<file path="config.mk">
export PLATFORM = sky130hd
export DESIGN_NAME = bit_scan_sequencer_flat
export DESIGN_NICKNAME = d
export VERILOG_FILES = /design/src/rtl/bit_scan_pkg.sv /design/src/rtl/bit_scan_sequencer_if.sv /design/src/rtl/bit_scan_pick.sv /design/src/rtl/bit_scan_sequencer.sv /design/src/flat_wrapper.sv
export SDC_FILE = /design/constraint.sdc
export NUM_CORES = 1
export LEC_CHECK = 0
export ABC_AREA = 1
export BUFFER_PORTS_ARGS = -buffer_cell sky130_fd_sc_hd__buf_2
export CORE_AREA = 2 2 39 41
export DETAILED_ROUTE_END_ITERATION = 12
export DIE_AREA = 0 0 41 43
export HOLD_SLACK_MARGIN = 0.03
export SYNTH_ARGS = -nofsm -noshare
export SYNTH_HDL_FRONTEND = slang
export SYNTH_SLANG_ARGS = --single-unit
</file>
<file path="constraint.sdc">
create_clock -name clk -period 2.4 [get_ports clk]
set_clock_uncertainty 0.15 [all_clocks]
set_input_delay 0.48 -clock clk [delete_from_list [all_inputs] [get_ports clk]]
set_output_delay 0.48 -clock clk [all_outputs]
set_load 0.05 [all_outputs]
</file>
<file path="src/rtl/bit_scan_pkg.sv">
// Shared types and bit-scan helpers for the bit scan sequencer.
// Helpers work on a MAX_W-wide vector; callers zero-extend narrower pends.
package bit_scan_pkg;

  typedef enum logic {
    IDLE,
    SCAN
  } state_t;

  localparam int unsigned MAX_W = 32;

  function automatic int unsigned lowest_set(
    input logic [MAX_W-1:0] vec
  );
    int unsigned r;
    r = 0;
    for (int i = MAX_W - 1; i >= 0; i--) begin
      if (vec[i]) r = unsigned'(i);
    end
    return r;
  endfunction

  // First set bit at or above ptr, wrapping modulo w (w is a power of 2).
  function automatic int unsigned rot_lowest_set(
    input logic [MAX_W-1:0] vec,
    input int unsigned      ptr,
    input int unsigned      w
  );
    int unsigned r;
    int unsigned idx;
    logic        found;
    r     = 0;
    found = 1'b0;
    for (int k = 0; k < MAX_W; k++) begin
      idx = (ptr + unsigned'(k)) & (w - 1);
      if (unsigned'(k) < w && !found && vec[idx]) begin
        r     = idx;
        found = 1'b1;
      end
    end
    return r;
  endfunction

  function automatic logic onehot_or_zero(
    input logic [MAX_W-1:0] vec
  );
    logic [MAX_W-1:0] one;
    one = 1;
    return (vec & (vec - one)) == '0;
  endfunction

endpackage

</file>
<file path="src/rtl/bit_scan_sequencer_if.sv">
// Request-in / position-out handshake bundle for the bit scan sequencer.
// master drives requests and accepts beats; slave is the sequencer.
interface bit_scan_sequencer_if #(
  parameter int unsigned WIDTH = 4
);
  localparam int POS_W = $clog2(WIDTH);

  logic             in_valid;
  logic             in_ready;
  logic [WIDTH-1:0] in_vec;
  logic             out_valid;
  logic             out_ready;
  logic [POS_W-1:0] pos;
  logic             last;
  logic             zero_drop;

  modport master (
    output in_valid,
    output in_vec,
    output out_ready,
    input  in_ready,
    input  out_valid,
    input  pos,
    input  last,
    input  zero_drop
  );

  modport slave (
    input  in_valid,
    input  in_vec,
    input  out_ready,
    output in_ready,
    output out_valid,
    output pos,
    output last,
    output zero_drop
  );
endinterface

</file>
<file path="src/rtl/bit_scan_pick.sv">
// Combinational pick of the next position to serve from the pending bits.
// BIT_SCAN_SEQ_ROTATE_EN adds a round-robin start pointer.
module bit_scan_pick
  import bit_scan_pkg::*;
#(
  parameter int unsigned WIDTH = 4,
  localparam int POS_W = $clog2(WIDTH)
) (
  input  logic [WIDTH-1:0] pend,
`ifdef BIT_SCAN_SEQ_ROTATE_EN
  input  logic [POS_W-1:0] ptr,
`endif
  output logic [POS_W-1:0] pos,
  output logic             last
);

  logic [MAX_W-1:0] wide;

  assign wide = MAX_W'(pend);

`ifdef BIT_SCAN_SEQ_ROTATE_EN
  assign pos = POS_W'(rot_lowest_set(wide, 32'(ptr), WIDTH));
`else
  assign pos = POS_W'(lowest_set(wide));
`endif

  // An empty pend must not read as a final beat.
  assign last = (|pend) & onehot_or_zero(wide);

endmodule

</file>
<file path="src/rtl/bit_scan_sequencer.sv">
// Serialises a multi-hot request vector into one position per beat.
// Define BIT_SCAN_SEQ_ROTATE_EN for round-robin instead of lowest-first order.
module bit_scan_sequencer
  import bit_scan_pkg::*;
#(
  parameter int unsigned WIDTH = 4,
  localparam int POS_W = $clog2(WIDTH)
) (
  input logic                clk,
  input logic                reset,
  bit_scan_sequencer_if.slave bus
);

  state_t           state;
  logic [WIDTH-1:0] pend;
  logic             zdrop;
  logic [POS_W-1:0] pos;
  logic             last;
  logic             beat;

`ifdef BIT_SCAN_SEQ_ROTATE_EN
  logic [POS_W-1:0] ptr;
`endif

  bit_scan_pick #(
    .WIDTH (WIDTH)
  ) u_pick (
    .pend  (pend),
`ifdef BIT_SCAN_SEQ_ROTATE_EN
    .ptr   (ptr),
`endif
    .pos   (pos),
    .last  (last)
  );

  assign bus.in_ready  = (state == IDLE) && !reset;
  assign bus.out_valid = (state == SCAN);
  assign bus.pos       = pos;
  assign bus.last      = last;
  assign bus.zero_drop = zdrop;

  assign beat = (state == SCAN) && bus.out_ready;

  always_ff @(posedge clk) begin
    if (reset) begin
      state <= IDLE;
      pend  <= '0;
      zdrop <= 1'b0;
`ifdef BIT_SCAN_SEQ_ROTATE_EN
      ptr   <= '0;
`endif
    end else begin
      zdrop <= 1'b0;
      unique case (state)
        IDLE: begin
          if (bus.in_valid) begin
            if (|bus.in_vec) begin
              pend  <= bus.in_vec;
              state <= SCAN;
            end else begin
              zdrop <= 1'b1;
            end
          end
        end
        SCAN: begin
          if (beat) begin
            pend[pos] <= 1'b0;
`ifdef BIT_SCAN_SEQ_ROTATE_EN
            ptr       <= pos + POS_W'(1);
`endif
            if (last) state <= IDLE;
          end
        end
        default: state <= IDLE;
      endcase
    end
  end

  always_ff @(posedge clk) begin
    if (!reset) begin
      assert (state != SCAN || |pend)
        else $error("bit_scan_sequencer: empty pend while scanning");
    end
  end

endmodule
</file>
<file path="src/flat_wrapper.sv">
// flat-port wrapper written by rule: the top's interface ports become plain ports
module bit_scan_sequencer_flat import bit_scan_pkg::*;
#(
  parameter int unsigned WIDTH = 4,
  localparam int POS_W = $clog2(WIDTH)
)
  (clk, reset, bus_in_valid, bus_in_vec, bus_out_ready, bus_in_ready, bus_out_valid, bus_pos, bus_last, bus_zero_drop);
  bit_scan_sequencer_if #(.WIDTH(WIDTH)) bus_i ();
  input logic clk;
  input logic reset;
  input wire logic [$bits(bus_i.in_valid)-1:0] bus_in_valid;
  input wire logic [$bits(bus_i.in_vec)-1:0] bus_in_vec;
  input wire logic [$bits(bus_i.out_ready)-1:0] bus_out_ready;
  output wire logic [$bits(bus_i.in_ready)-1:0] bus_in_ready;
  output wire logic [$bits(bus_i.out_valid)-1:0] bus_out_valid;
  output wire logic [$bits(bus_i.pos)-1:0] bus_pos;
  output wire logic [$bits(bus_i.last)-1:0] bus_last;
  output wire logic [$bits(bus_i.zero_drop)-1:0] bus_zero_drop;
  assign bus_i.in_valid = bus_in_valid;
  assign bus_i.in_vec = bus_in_vec;
  assign bus_i.out_ready = bus_out_ready;
  assign bus_in_ready = bus_i.in_ready;
  assign bus_out_valid = bus_i.out_valid;
  assign bus_pos = bus_i.pos;
  assign bus_last = bus_i.last;
  assign bus_zero_drop = bus_i.zero_drop;
  bit_scan_sequencer #(.WIDTH(WIDTH)) u_core (.clk(clk), .reset(reset), .bus(bus_i));
endmodule
</file>
; ---- Word-level counts from Yosys, hierarchy flattened
; Index checks and enable logic that the tools add are counted.
[totals]
ff_bits = 6
inputBits = 8
out_inout_bits = 6
elab_cells = 40
[op_classes]
add_sub_neg = 1
magnitude_cmp = 2
n_eq_ne = 3
muxes = 16
bitwise_logic = 6
reduce_logical = 9
[ops]
columns = op, count
row1 = $and A4 B32 Y32, 1
row2 = $logic_not A32 Y1, 1
row3 = $mux W4, 3
row4 = $mux W2, 4
row5 = $pmux W4 S2, 1
row6 = $reduce_or A4 Y1, 2
row7 = $mux W1, 6
row8 = $ne A2 B2 Y1 const B, 3
row9 = $sub A4 B1 Y5 const B, 1
row10 = $and A4 B4 Y4, 1
row11 = $not A4 Y4, 1
row12 = $logic_and A1 B1 Y1, 3
row13 = $lt A2 B3 Y1 const B, 1
row14 = $reduce_and A3 Y1, 1
row15 = $reduce_or A3 Y1, 1
row16 = $demux W1 S2, 1
row17 = $ge A2 B1 Y1 const B, 1
row18 = $not A1 Y1, 2
row19 = $pmux W1 S2, 1
row20 = $and A1 B1 Y1, 1
row21 = $logic_not A1 Y1, 1

; ---- Logic depth before layout (Yosys ltp)
; Gate-level depths: netlist (run 1).
[depth]
word_depth = 12
mapped_depth = 7
ltp_nobuf = 7

; ---- Hierarchy
; Synthesis (run 1) repeated with hierarchy kept, for this count alone.
[unflattened]
hier_cells = 75
hier_area_um2 = 414.1
[by_module_without_submodules]
columns = mod, n_inst, cells_each, area_each_um2
row1 = bit_scan_sequencer, 1, 59, 350.3
row2 = bit_scan_pick, 1, 16, 63.8

; ---- Worst setup path before layout (run 1)
; Ideal clock, no wire load.
[synth_timing]
path_kind = register to output
startpoint = register u_core.state, in the netlist u_core.bus.out_valid
endpoint = output bus_in_ready
arrival_ns = 1.265
t_required_ns = 1.770
path_slack_ns = 0.505
path_stages_with_launch = 2
n_path_buf = 0
cell_sequence = dfxtp_1 -> nor2_1
[synth_via]
elab_chain_len = 2
[synth_lines]
columns = item, line
row1 = "start, declared", bit_scan_sequencer.sv:14  ; state_t state;
row2 = "start signal, assigned", bit_scan_sequencer.sv:46  ; state <= IDLE;
row3 = "start signal, assigned", bit_scan_sequencer.sv:59  ; state <= SCAN;
row4 = "start signal, assigned", bit_scan_sequencer.sv:71  ; if (last) state <= IDLE;
row5 = $not A1 Y1, bit_scan_sequencer.sv:36  ; assign bus.in_ready = (state == IDLE) && !reset;
row6 = $logic_and A1 B1 Y1, bit_scan_sequencer.sv:36
row7 = "end, declared", flat_wrapper.sv:14  ; output wire logic [$bits(bus_i.in_ready)-1:0] bus_in_ready;
; No other way between the ends.

; ---- Worst setup path in the final report (run 1)
[layout_timing]
startpoint = register u_core.pend[0]
endpoint = output bus_last
[layout_via]
elab_chain_len = 4
elab_cells_between_ends = 5
[layout_lines]
columns = item, line
row1 = "start, declared", bit_scan_sequencer.sv:15  ; logic [WIDTH-1:0] pend;
row2 = "start signal, assigned", bit_scan_sequencer.sv:58  ; pend <= bus.in_vec;
row3 = $sub A4 B1 Y5, bit_scan_pkg.sv:49  ; return (vec & (vec - one)) == '0;
row4 = $and A4 B32 Y32, bit_scan_pkg.sv:49
row5 = $logic_not A32 Y1, bit_scan_pkg.sv:49
row6 = $and A1 B1 Y1 (*), bit_scan_pick.sv:28  ; assign last = (|pend) & onehot_or_zero(wide);
row7 = "end, declared", flat_wrapper.sv:17  ; output wire logic [$bits(bus_i.last)-1:0] bus_last;
; Mark *: on every way between the ends. The rest lies on a longest branch, timed or not.

==> impl_results.md, run 1 <==
* Tightest hold margin at 0.336 ns
* Critical path's top delay family: simple AND/OR/NAND/NOR gates
* DR pass1 iterations at 4
* Worst-margin pin slew at 0.267 ns
* Die Ht at 43 um
* Gate Count Post-Synth at 57
* Commonest cells after routing, fill and taps aside: nand2_1, buf_2, inv_1
* H-tree Lvls at 1
* Final hold viol count at 0
* Setup violators final at 0
* Root buffer cell: clkbuf_4
* RSZ-0062 raised after global routing: false
* Vias in the first global route at 338
* GRT Overall Usage at 11.4%
* Antenna violations before repair at 0
* Row cnt at 14
* Max-cap violations at 0
* GRT overflow at 0
* # port buffers at 13
* Slowest stage delay, CP at 0.33 ns
* Clk slew on worst S/H paths at 0.04 ns
* Vias per cell at 4.38
* Sink Count at 6
* Worst vdd ir at 0.000215 V
* CTS tree: done
* Post-route cell area at 459 um2
* Worst Path Arrival at 1.37 ns
* Highest-delay cell along the critical path: dfxtp_1
* Syn_area_per_cell at 6.17 um2
* CP startpoint kind: flop
* Seq/Total Area, Yosys at 34.2%
* P&R area growth vs syn at 30.6%
* Mapped Nets at 65
* Via count at 390
* Placer Congestion at 0.840
* #FFs+latches synth at 6
* Rel. slew slack at 82.2%
* Critical setup path kind: flop to output pin
* Status: completed
* Worst Path Buf+Inv at 3
* Layout cells sized above 1 at 30.1%
* Antenna-violating nets left at 0
* Post-Route WL at 785 um
* Crit path max fanout at 4
* Hpwl dp at 605 um
* Max Slew Vio Count at 0
* Ports at 14
* PostCTS Resize Cnt at 0
* Starting Density at 25.4%
* Crit path capture type: output pin
* Largest net degree at the start of global routing at 8
* Die ar. at 1760 um2
* Leakage power at 0.243 nW
* CP cell instances: inv_1 -> nand2_1 -> or2_1 -> nand2_1 -> nand2_2 -> inv_1 -> buf_2
* Hold_buf cts at 0
* Final #Nets at 83
* R2r setup slk at 1.18 ns
* Chip width at 41 um
* # diodes at 0
* Worst hold path type: primary input to flop
* Power Dens Cells at 658 nW/um2
* Postcts setup bufs at 0
* Synth Warn # at 0
* Final period util at 83.5%
* Minimum clock period at 2.00 ns
* Achievable Freq at 499 MHz
* Num CTS Buffers at 3
* CORE AREA at 1380 um2
* Setup TNS at 0 ns
* Fin worst setup slack at 0.396 ns
* First-pass GRT wire length at 1300 um
* 1st-iter DRT viols at 3
* Clock Latency Late Sink at 0.24 ns
* Distinct cell type count after synthesis at 14
* Remaining DRCs at 0
* WL per Instance at 8.82 um
* Placed Area at 437 um2
* Max Root-Sink Buffers at 2
* Worst slack, placed at 0.645 ns
* Critical path required time at 1.77 ns
* Post-Syn Area at 352 um2
* Commonest non-fill, non-tap cell in the layout: nand2_1
per-stage QoR:
stage,power [W],instances,util (%)
6_report,0.000302,89,33.2
5_1_grt,0.000323,89,33.2
4_1_cts,0.000305,89,33.2
3_5_place_dp,0.000211,86,31.6
3_3_place_gp,0.000210,86,31.6
2_1_floorplan,0.000187,57,-
Yosys cell counts:
cell type   n  area, um2
nand2_1    16       60.1
inv_1       7       26.3
dfxtp_1     6        120
nand3_1     6       30.0
nor2_1      6       22.5
a21oi_1     5       25.0
nand2_2     3       18.8
nor2_2      2       12.5
a21o_1      1       7.51
inv_2       1       3.75
nor4_1      1       6.26
o211ai_1    1       7.51
o21ai_1     1       5.00
or2_1       1       6.26
final cells by class:
type                    count  area (um2)
inverters                   8        30.0
flip-flops and latches      6         120
clock buffers               3        22.5
repair buffers             13        65.1
fillers                   159         925
multi-input cells          43         201
well taps                  16        20.0
where the power goes:
part           internal (W)  leakage [nW]  switching, W
Sequential         0.000106        0.0492    0.00000777
Combinational     0.0000268         0.180     0.0000684
Clock             0.0000566        0.0138     0.0000365
metal layers:
layer	vias to the layer above	part of all wire (%)	GRT usage [%]
met5	-	0	0
met4	0	2.3	8.00
met3	2	4.6	4.71
met2	10	44	15.9
met1	163	49	13.3
li1	215	-	-
cells by family (layout without fill, tap and decap cells):
family          Yosys count  count (layout)  share of synthesized area, %
simple gates             35              35                          44.5
compound gates            8               8                          12.8
flops                     6               6                          34.2
buf+inv                   8              24                          8.54
state kept, by name, summed over array words and instances (netlist names):
register              count
u_core.bus.zero_drop      1
u_core.pend               4
u_core.bus.out_valid      1
final timing paths:
kind                   from                   end  depth (start not counted)
min                   reset        u_core.pend[0]                          2
min reg2reg  u_core.pend[1]        u_core.pend[1]                          2
max reg2reg  u_core.pend[0]  u_core.bus.out_valid                          7
max          u_core.pend[0]              bus_last                          7
(Power assumes the default switching activity.)
==> run 2: changes to the inputs <==
==> constraint.sdc (replaced) <==
create_clock -name clk -period 1.6 [get_ports clk]
set_clock_uncertainty 0.15 [all_clocks]
set_input_delay 0.32 -clock clk [delete_from_list [all_inputs] [get_ports clk]]
set_output_delay 0.32 -clock clk [all_outputs]
set_load 0.05 [all_outputs]
==> run 2 against run 1 <==
Against the previous run:
- the flow now finishes with violations (setup timing)
- sequential power up 49%
- hold slack got worse by 0.15 ns
- power up 67%
- global-route usage rose by 0.85 points
- sequential share of layout area decreased by 4.2 points
- die area unchanged
- clock power is 44% higher
- cell count grew 10%
- combinational power rose by 110%
- utilization increased by 8.0 points
- critical path depth did not move
- largest cell class unchanged
- largest power group is now combinational logic
- highest routed layer is now met3
==> impl_results.md, run 2 (synthesis gave the netlist of run 1 again) <==
* H-tree Lvls at 1 (unchanged)
* CTS tree: done
* Crit path capture type: output pin
* R2r setup slk at 0.32 ns (-0.86 ns)
* Max-cap violations at 0 (unchanged)
* Rel. slew slack at 80.7% (-1.5 points)
* Die Ht at 43 um (unchanged)
* Total power at 0.000503 W (+67%)
* Commonest non-fill, non-tap cell in the layout: nand2_1
* Placer Congestion at 0.785 (-6.6%)
* CP startpoint kind: flop
* Vias per cell at 4.30 (-2.0%)
* Minimum clock period at 1.67 ns
* Worst setup path start: u_core.pend[1]
* Post-Route WL at 851 um (+8.4%)
* Antenna violations before repair at 0 (unchanged)
* Final period util at 104%
* Vias in the first global route at 389 (+15%)
* Leakage power at 0.293 nW (+20%)
* Layout cells sized above 1 at 52.4% (+22 points)
* Hpwl dp at 681 um (+12%)
* Chip width at 41 um (unchanged)
* Power Dens Cells at 884 nW/um2 (+34%)
* Layout Utilization at 41.1% (+8.0 points)
* # port buffers at 13 (unchanged)
* 1st-iter DRT viols at 9 (+6)
* # diodes at 0 (unchanged)
* Fin worst setup slack at -0.0659 ns (-0.462 ns)
* Worst hold path type: primary input to flop
* Worst vdd ir at 0.000763 V (+250%)
* Final hold viol count at 0 (unchanged)
* RSZ-0062 raised after global routing: true
* Hold Startpoint: reset
* P&R area growth vs syn at 61.9%
* Worst slack, placed at 0.0289 ns (-0.616 ns)
* Crit path max fanout at 2 (-2)
* WL per Instance at 8.68 um (-1.5%)
* Placed Area at 473 um2 (+8.3%)
* Final #Nets at 92 (+11%)
* Failing checks: setup timing
* Worst-margin pin slew at 0.289 ns (+0.0226 ns)
* Max Slew Vio Count at 0 (unchanged)
* Commonest cells after routing, fill and taps aside: nand2_1, buf_2, buf_4
* Setup violators final at 1 (+1)
* Worst Path Arrival at 1.20 ns (-0.17 ns)
* Ports at 14 (unchanged)
* Max Root-Sink Buffers at 2 (unchanged)
* Tightest hold margin at 0.183 ns (-0.153 ns)
* Biggest register: u_core.pend
* Clk slew on worst S/H paths at 0.04 ns (about the same)
* Root buffer cell: clkbuf_4
* Critical path required time at 1.13 ns (-0.64 ns)
* DR pass1 iterations at 4 (unchanged)
* Remaining DRCs at 0 (unchanged)
* Max reg flops at 4 (unchanged)
* Critical setup path kind: flop to output pin
* Largest net degree at the start of global routing at 8 (unchanged)
* Achievable Freq at 600 MHz
* Die ar. at 1760 um2 (unchanged)
* First-pass GRT wire length at 1460 um (+12%)
* RR Startpoint: u_core.pend[1]
* Post-route cell area at 569 um2 (+24%)
* Sink Count at 6 (unchanged)
* Status: finished with violations
* GRT Overall Usage at 12.2% (+0.85 points)
* Antenna-violating nets left at 0 (unchanged)
* Row cnt at 14 (unchanged)
* Starting Density at 25.4% (unchanged)
* CORE AREA at 1380 um2 (unchanged)
* Via count at 421 (+7.9%)
* Clock Latency Late Sink at 0.24 ns (about the same)
* GRT overflow at 0 (unchanged)
* Num CTS Buffers at 3 (unchanged)
## run 2: changes by cell type in the layout (fill, tap and decap cells not counted), moves of 2 or more
| cell | change |
|---|---|
| buf_6 | +3 |
| dfxtp_2 | +4 |
| dfxtp_1 | -4 |
| inv_2 | +4 |
| buf_4 | +8 |
| buf_2 | -3 |
| inv_1 | -4 |
| nand2_1 | -2 |
| nand2_2 | +2 |
## run 2: what timing repair did
item | in CTS | in global routing
pin swaps | 4 | 5
setup endpoints to repair | 3 | 3
setup buffers | 4 | 1
hold buffers | 0 | 0
gates resized for setup | 12 | 6
## run 2: worst max-delay path, stage by stage (launching register included)
cell and delay (ns):
dfxtp_2 0.32, inv_2 0.05, nand2_2 0.04, or2_1 0.22
nand2_1 0.07, nand2_2 0.06, inv_2 0.06, buf_8 0.13
## run 2: layout make-up
| type | count | area [um2] |
|---|---|---|
| clock buffer | 3 | 22.5 |
| tap | 16 | 20.0 |
| multi-input combinational | 43 | 213 |
| fill | 158 | 815 |
| timing repair buffer | 22 | 159 |
| inverter | 8 | 30.0 |
| sequential | 6 | 125 |
## run 2: final timing paths
path                     endpoint  depth (start not counted)
max reg2reg  u_core.bus.out_valid                          8
min reg2reg        u_core.pend[1]                          3
max                      bus_last                          7
min                u_core.pend[1]                          2
## run 2: stage by stage
step / instances / setup TNS (ns)
finish: 98 / -0.0659
floorplan: 57 / 0
CTS: 97 / -0.0979
global route: 98 / -0.159
detailed placement: 90 / 0
global placement: 90 / 0
## run 2: metal layers
layer	vias to the layer above	GRT usage (%)	part of all wire [%]
li1	233	-	-
met1	177	14.4	44
met2	11	19.4	49
met3	0	6.28	6.8
met4	0	2.00	0
met5	-	0	0
## run 2: power breakdown
part           total [W]  switching (W)  internal (W)
sequential      0.000170     0.00000918      0.000160
combinational   0.000200       0.000118     0.0000819
clock           0.000134      0.0000491     0.0000845
==> run 3: changes to the inputs <==
--- a/config.mk
+++ b/config.mk
@@ -11,6 +11,7 @@
 export DETAILED_ROUTE_END_ITERATION = 12
 export DIE_AREA = 0 0 41 43
 export HOLD_SLACK_MARGIN = 0.03
+export SETUP_SLACK_MARGIN = 0.5
 export SYNTH_ARGS = -nofsm -noshare
 export SYNTH_HDL_FRONTEND = slang
 export SYNTH_SLANG_ARGS = --single-unit
==> run 3 against run 2 <==
Against the previous run:
- register-to-register slack lost 0.03 ns
- the run still ends with setup timing left
- wire length grew 10%
- via count grew 6.2%
- setup slack lost 0.038 ns
- sequential share of layout area shrank 2.6 points
==> impl_results.md, run 3 (synthesis gave the netlist of run 1 again) <==
* Status: finished with violations
* Failing checks: setup timing
* Max Root-Sink Buffers at 2 (unchanged)
* GRT overflow at 0 (unchanged)
* Ports at 14 (unchanged)
* Clk slew on worst S/H paths at 0.05 ns (about the same)
* Worst Path Arrival at 1.23 ns (+0.03 ns)
* Fin worst setup slack at -0.104 ns (-0.0378 ns)
* Antenna-violating nets left at 0 (unchanged)
* H-tree Lvls at 1 (unchanged)
* WL per Instance at 9.30 um (+7.1%)
* Antenna violations before repair at 0 (unchanged)
* Biggest register: u_core.pend
* Final #Nets at 94 (+2.2%)
* CP cell instances: inv_2 -> nand2_2 -> or2_1 -> nand2_1 -> nand2_2 -> clkinvlp_4 -> buf_8
* Worst-margin pin slew at 0.202 ns (-0.0875 ns)
* Crit path capture type: output pin
* Max-cap violations at 0 (unchanged)
* Die Ht at 43 um (unchanged)
* Chip width at 41 um (unchanged)
* # diodes at 0 (unchanged)
* First-pass GRT wire length at 1500 um (+3.4%)
* Placer Congestion at 0.766 (-2.3%)
* Via count at 447 (+6.2%)
* Vias per cell at 4.43 (+3.0%)
* Rel. slew slack at 86.4% (+5.7 points)
* Sink Count at 6 (unchanged)
* Final hold viol count at 0 (unchanged)
* Starting Density at 25.4% (unchanged)
* Post-route cell area at 672 um2 (+18%)
* Achievable Freq at 587 MHz (-2.2%)
* Leakage power at 0.321 nW (+9.4%)
* Remaining DRCs at 0 (unchanged)
* Critical setup path kind: flop to output pin
* CTS tree: done
* Largest net degree at the start of global routing at 8 (unchanged)
* Num CTS Buffers at 3 (unchanged)
* GRT Overall Usage at 12.8% (+0.54 points)
* Setup violators final at 1 (unchanged)
* CORE AREA at 1380 um2 (unchanged)
* Clock Latency Late Sink at 0.26 ns (+0.02 ns)
* Most used cell, CP: nand2_2
* Hpwl dp at 662 um (-2.7%)
* Critical path required time at 1.13 ns (about the same)
* Highest-delay cell along the critical path: dfxtp_2
* CP startpoint kind: flop
* Slowest stage delay, CP at 0.31 ns (about the same)
* Vias in the first global route at 401 (+3.1%)
* Power Dens Cells at 849 nW/um2 (-4.0%)
* Post-Route WL at 939 um (+10%)
* Final period util at 106% (+2.4 points)
* Fillers at 142 (-10%)
* P&R area growth vs syn at 91.1%
* RSZ-0062 raised after global routing: true
* Commonest non-fill, non-tap cell in the layout: nand2_1
* Worst hold path type: primary input to flop
* Max reg flops at 4 (unchanged)
* Max Slew Vio Count at 0 (unchanged)
* Worst vdd ir at 0.000463 V (-39%)
* DR pass1 iterations at 4 (unchanged)
* Layout cells sized above 1 at 62.4% (+9.9 points)
* Placed Area at 503 um2 (+6.3%)
* Die ar. at 1760 um2 (unchanged)
* Tightest hold margin at 0.191 ns (+0.00731 ns)
* 1st-iter DRT viols at 7 (-2)
* # port buffers at 13 (unchanged)
* Commonest cells after routing, fill and taps aside: nand2_1, buf_4, buf_2
* Row cnt at 14 (unchanged)
* Root buffer cell: clkbuf_4
* Minimum clock period at 1.70 ns (+0.0378 ns)
* Crit path max fanout at 2 (unchanged)
[run 3: changes by cell type in the layout (fill, tap and decap cells not counted), moves of 3 or more]
cell	previous run	this run
a21oi_1	4	1
a21oi_2	1	4
buf_2	10	7
nand2_4	0	3
[run 3: cell type report]
cell class | count | area (um2) | share of cell area [%]
multi-input cells | 43 | 262 | 38.9
repair buffers | 24 | 200 | 29.8
flip-flops and latches | 6 | 130 | 19.4
inverters | 8 | 33.8 | 5.03
clock buffers | 4 | 26.3 | 3.91
well taps | 16 | 20.0 | 2.98
[run 3: worst paths after layout]
kind	startpoint	to	slack (ns)	cells past startpoint
setup reg to reg	u_core.pend[0]	u_core.pend[2]	0.29	7
hold reg to reg	u_core.bus.out_valid	u_core.bus.zero_drop	0.45	2
hold / removal	reset	u_core.pend[3]	0.19	2
setup / recovery	u_core.pend[0]	bus_last	-0.10	7
[run 3: metrics by stage]
| step | cells | TNS (ns) | worst slack (ns) | utilization, % | power [W] |
|---|---|---|---|---|---|
| finish | 101 | -0.104 | -0.104 | 48.6 | 0.000570 |
| CTS | 99 | -0.114 | -0.114 | 45.4 | 0.000554 |
| global placement | 90 | 0 | 0.0656 | 36.3 | 0.000340 |
| detailed placement | 90 | 0 | 0.0407 | 36.3 | 0.000341 |
| floorplan | 57 | 0 | 0.169 | - | 0.000295 |
| global route | 101 | -0.244 | -0.175 | 48.6 | 0.000601 |
[run 3: worst max-delay path: cells and delay by family, from the launching register on]
kind                   cells  cell delay, ns
and+or+nand+nor            4            0.40
DFF                        1            0.31
buffers and inverters      3            0.25
[run 3: where the power goes]
| group | internal, W | switching (W) | total, W |
|---|---|---|---|
| combinational | 0.000106 | 0.000136 | 0.000242 |
| sequential | 0.000160 | 0.00000929 | 0.000170 |
| clock | 0.0000950 | 0.0000636 | 0.000159 |
[run 3: per-layer routing]
metal | part of all wire [%] | GRT usage, % | routed length (um)
met5 | 0 | 0 | 0
met2 | 50 | 17.2 | 470
met3 | 4.8 | 3.14 | 45
met4 | 2.0 | 10.0 | 19
met1 | 43 | 16.5 | 404
[run 3: repair_timing]
| item | 4_1_cts | 5_1_grt |
|---|---|---|
| resized for setup | 19 | 8 |
| hold buffers | 0 | 0 |
| endpoints found under the setup margin | 8 | 11 |
| setup buffers | 5 | 2 |
| pin swaps | 9 | 4 |
